File: config.mk
export PLATFORM = sky130hd
export DESIGN_NAME = fetch_stage
export DESIGN_NICKNAME = d
export VERILOG_FILES = /design/src/rtl/fetch_stage.sv
export SDC_FILE = /design/constraint.sdc
export NUM_CORES = 1
export LEC_CHECK = 0
export CORE_MARGIN = 4
export CORE_UTILIZATION = 40
export DETAILED_ROUTE_END_ITERATION = 8
export PLACE_DENSITY = 0.81
export SYNTH_ARGS = -nofsm -noshare
export SYNTH_HDL_FRONTEND = slang
export SYNTH_SLANG_ARGS = --single-unit
File: constraint.sdc
create_clock -name clk -period 2.7 [get_ports clk]
set_clock_uncertainty 0.1 [all_clocks]
set_input_delay 0.27 -clock clk [delete_from_list [all_inputs] [get_ports clk]]
set_output_delay 0.27 -clock clk [all_outputs]
set_load 0.01 [all_outputs]
File: src/rtl/fetch_stage.sv
// fetch_stage: program counter and IF/ID pipeline register of the RV32I core.
// Handles stall, flush and execute-stage redirect, and counts delivered instructions.
module fetch_stage #(
    parameter int unsigned       WD       = 32,
    parameter logic [WD-1:0]     RESET_PC = '0,
    parameter logic [WD-1:0]     NOP      = WD'(32'h0000_0013)
) (
    input  logic          clk,
    input  logic          rst,
    input  logic          StallF,
    input  logic          StallD,
    input  logic          FlushD,
    input  logic          PCSrcE,
    input  logic [WD-1:0] PCTargetE,
    input  logic [WD-1:0] InstrF,
    output logic [WD-1:0] PCF,
    output logic [WD-1:0] InstrD,
    output logic [WD-1:0] PCD,
    output logic [WD-1:0] PCPlus4D,
    output logic          ValidD,
    output logic [31:0]   FetchCount
);

    logic [WD-1:0] pc_q, pc_d;
    logic [WD-1:0] pc_plus4;
    logic [WD-1:0] instr_q, instr_d;
    logic [WD-1:0] pcd_q, pcd_d;
    logic [WD-1:0] pcp4_q, pcp4_d;
    logic          valid_q, valid_d;
    logic [31:0]   cnt_q, cnt_d;
    logic          accept;

    assign pc_plus4 = pc_q + WD'(4);

    // Next PC: a redirect wins over a fetch stall; targets are word aligned.
    always_comb begin
        pc_d = pc_plus4;
        if (PCSrcE) begin
            pc_d = {PCTargetE[WD-1:2], 2'b00};
        end else if (StallF) begin
            pc_d = pc_q;
        end
    end

    // IF/ID next state: flush inserts a bubble and beats a decode stall.
    always_comb begin
        accept  = 1'b0;
        instr_d = instr_q;
        pcd_d   = pcd_q;
        pcp4_d  = pcp4_q;
        valid_d = valid_q;
        cnt_d   = cnt_q;
        if (FlushD) begin
            instr_d = NOP;
            pcd_d   = '0;
            pcp4_d  = '0;
            valid_d = 1'b0;
        end else if (!StallD) begin
            accept  = 1'b1;
            instr_d = InstrF;
            pcd_d   = pc_q;
            pcp4_d  = pc_plus4;
            valid_d = 1'b1;
        end
        if (accept) begin
            cnt_d = cnt_q + 32'd1;
        end
    end

    // State update with synchronous reset; reset discards in-flight IF/ID data.
    always_ff @(posedge clk) begin
        if (rst) begin
            pc_q    <= RESET_PC;
            instr_q <= NOP;
            pcd_q   <= '0;
            pcp4_q  <= '0;
            valid_q <= 1'b0;
            cnt_q   <= '0;
        end else begin
            pc_q    <= pc_d;
            instr_q <= instr_d;
            pcd_q   <= pcd_d;
            pcp4_q  <= pcp4_d;
            valid_q <= valid_d;
            cnt_q   <= cnt_d;
        end
    end

    assign PCF        = pc_q;
    assign InstrD     = instr_q;
    assign PCD        = pcd_q;
    assign PCPlus4D   = pcp4_q;
    assign ValidD     = valid_q;
    assign FetchCount = cnt_q;

endmodule
# After elaboration in Yosys (flattened, before gate mapping)
# Index checks and enable logic that the tools add are counted.
# word_totals
elab_cells,16
register_bits,161
output_inout_bits,161
in_bits,70
# classes
n_reduce_logical,2
mux,4
add_sub_neg,2
n_eq_ne,1
# op_table
op,n
$mux W32,2
$add A32 B1 Y32 const B,1
$add A32 B3 Y32 const B,1
$reduce_or A2 Y1,2
$mux W1,2
$ne A2 B1 Y1 const B,1

# Longest topological paths before layout
# logic_depth
word_depth,3
depth_mapped,7

# Worst setup path before layout
# No wires, ideal clock.
# synth_path
kind,register to register
start,"register pc_q[2], in the netlist PCF[2]"
end,"register pc_q[26], in the netlist PCF[26]"
path_slack_ps,492
n_path_buf,0
period_less_slack_ps,2208
path_stages_with_launch,7
t_arrival_ps,2017
required_time_ps,2509
cell_sequence,dfxtp_1 ha_1 nand3_1 nor4_4 nand3_2 or4_1 a311oi_1
# synth_between
elab_chain_cells,3
# synth_rtl
item,line,rtl
start: declaration,24,"logic [WD-1:0] pc_q, pc_d;"
start signal: assignment,80,pc_q <= pc_d;
$add A32 B3 Y32,33,assign pc_plus4 = pc_q + WD'(4);
$mux W32,40,end else if (StallF) begin
$mux W32,38,if (PCSrcE) begin
# Every way passes these cells. The select of a mux whose other input is x is not followed.
# A chain may end at the register's enable or synchronous reset.

# Worst setup path after layout
# layout_path
start,"register pc_q[6], in the netlist PCF[6]"
end,"register pc_q[31], in the netlist PCF[31]"
# Same word-level chain as after synthesis.

==> impl_metrics.ini <==
[timing]
tightest_slew_ns = 0.7338
whs_ns = 0.1032
slew_violations = 0
fmax_mhz = 449.8
relSlewSlack_pct = 51.08
post-route-period-util_pct = 82.34
hold_viol_final = 0
fin_crit_ns = 2.223
rsz0062_at_grt = false
setup_viol = 0
tns_ns = 0

[power_and_ir_drop]
switching_share_pct = 25.85
p_int_mw = 4.024
p_sw_mw = 1.403
p_leak_nw = 3.727
peakVddDrop_v = 0.0004191
clkPwrFrac_pct = 43.8
finalPower_mw = 5.427
seq_power_share_pct = 44.7
power.density_nw_per_um2 = 544.0
pwr-share-comb_pct = 11.5

[setup_path]
cp_cell_sequence = nand4_4 > nor3_4 > nand3_4 > or4_1 > a311oi_1
r2r_setup_slack_ns = 0.48
cp-end-kind = register
r2r_start = PCF[6]$_SDFFE_PP0P_
required_ns = 2.92
crit_path_max_fanout = 8
critPathSlowestCell = dfxtp_1
worstPathArrival_ns = 2.45
start_kind = register
crit_type = reg2reg
startpoint = PCF[6]$_SDFFE_PP0P_
cp_slowest_stage_delay_ns = 0.58

[global_routing]
grt_pass1_wl_mm = 32.55
grt_remaining_overflow = 0
grt_pass1_vias = 6104
grt_max_degree = 72
grt.total_usage_pct = 20.76
antenna_found_initial = 0

[floorplanning]
core_sq_um = 16700
die_w_um = 138.8
die_area_sq_um = 19260
die_y_um = 138.8
io_pins = 231
rows = 47
start_util_pct = 40.97

[synth]
synth_top_cell_by_area = dfxtp_1
yosysSeqAreaShare_pct = 45.35
yosysMostFrequentCell = dfxtp_1
synth_area_sq_um = 6843
avgSynthCellArea_sq_um = 8.875
ys_types = 51
yosys-top-cells-area = dfxtp_1 45%, mux2i_1 9.5%, nor2_1 7.1%
synth_commonest_cells = 155 x dfxtp_1, 130 x nor2_1, 65 x mux2i_1
synth-seq-cells = 155
synth_top_area_share_pct = 45.35
yosys_warnings = 0
synth_ff_type = dfxtp_1
synthCells = 771
async_flop_share_pct = 0
synth_edf_count = 0

[clock_tree]
cts.repair.resized = 0
clkTransAtPathRegs_ns = 0.07
cts_sinks = 155
clock_path_buffers = 2
cts_tree = built
insertion_delay_ns = 0.42
cts_made_buffers = 17
htreeDepth = 4
root_buffer = clkbuf_16

[place]
gp_congestion = 0.8510
port-buffer-count = 222
dpl.hpwl_mm = 14.82
placed_area_sq_um = 9369

[flow_run]
maxCapViolations = 0

[hold_path]
hp-class = in2reg
min_from = StallD

[detailed_routing]
drt_iter0_markers = 364
wirelength_mm = 20.27
wire_per_inst_um = 16.56
vias_per_cell = 5.148
num_vias = 6301
ant_nets = 0
drc_errors = 0
drt_pre_antenna_iters = 5

[layout]
postLayoutCellArea_sq_um = 9975
antenna_cells = 0
syn_to_final_growth_pct = 45.77
layout-drive-gt1-share_pct = 8.167
fin_util_pct = 59.72
nets = 1063

[run_status]
status = complete, no violations
## sequential cells by signal (all words and copies together), names as in the netlist
signal	flops
InstrD	32
ValidD	1
FetchCount	32
PCF	30
PCPlus4D	30
PCD	30
## cell usage in the layout, fill, tap and decap left out, types with 24 or more instances in the layout
cell type / netlist / layout
xnor2_1: 27 / 27
a21oi_1: 44 / 44
o21ai_0: 24 / 24
buf_4: 6 / 34
nor2_1: 130 / 130
mux2i_1: 65 / 65
xor2_1: 44 / 44
clkdlybuf4s50_1: 0 / 220
nand2_1: 56 / 56
dfxtp_1: 155 / 155
## kinds of logic after synthesis
logic type / count (synthesis) / share of synthesized area [%]
AO/OA/AOI/OAI: 96 / 8.174
other: 1 / 0.05480
multiplexers: 65 / 9.508
XOR/XNOR: 71 / 9.088
adder cells (fa/ha/maj): 2 / 0.3656
AND/OR/NAND/NOR: 311 / 23.08
flip-flops: 155 / 45.35
buffers and inverters: 70 / 4.388
## final timing paths
path	to	depth (start not counted)
worst min-delay path	FetchCount[1]$_SDFFE_PP0P_	4
worst max-delay path	PCF[31]$_SDFFE_PP0P_	5
worst min register to register	PCPlus4D[7]$_SDFFE_PP0N_	2
worst max register to register	PCF[31]$_SDFFE_PP0P_	5
## repair_timing
action,in CTS,in global routing
hold buffers,1,0
hold endpoints to repair,3,0
buffers inserted,0,0
## per-stage QoR
stage	setup WS [ns]	instances
global placement	0.3284	1191
floorplan	0.4921	776
CTS	0.4803	1224
finish	0.4768	1224
global route	0.3251	1224
detailed placement	0.3014	1191
## worst max-delay path: cells and delay by family (launching register included)
kind | cells | cell delay, ns
flops | 1 | 0.58
simple gates | 4 | 1.18
compound gates | 1 | 0.26
## layout make-up
type | instances | area (sq um)
Timing Repair Buffer | 258 | 2512
Clock buffer | 18 | 439.2
Tap cell | 220 | 275.3
Fill cell | 1486 | 6726
Sequential cell | 155 | 3103
Clock inverter | 14 | 156.4
Inverter | 8 | 30.03
Multi-Input combinational cell | 551 | 3458
## metal layers
metal | GRT usage (%) | share of wire (%) | vias to the layer above
met2 | 34.90 | 49 | 214
met3 | 6.793 | 7.0 | 25
met1 | 25.62 | 42 | 2963
li1 | - | - | 3099
met4 | 5.716 | 1.7 | 0
met5 | 0 | 0 | -
## power by group through the flow
stage | Clock [mW] | Sequential (mW) | Combinational (mW)
2_1_floorplan | 0 | 2.49 | 0.269
3_3_place_gp | 0 | 2.47 | 0.617
3_5_place_dp | 0 | 2.47 | 0.624
4_1_cts | 2.43 | 2.42 | 0.629
5_1_grt | 2.53 | 2.43 | 0.674
6_report | 2.38 | 2.42 | 0.624
Power figures use the tool's default switching activity.
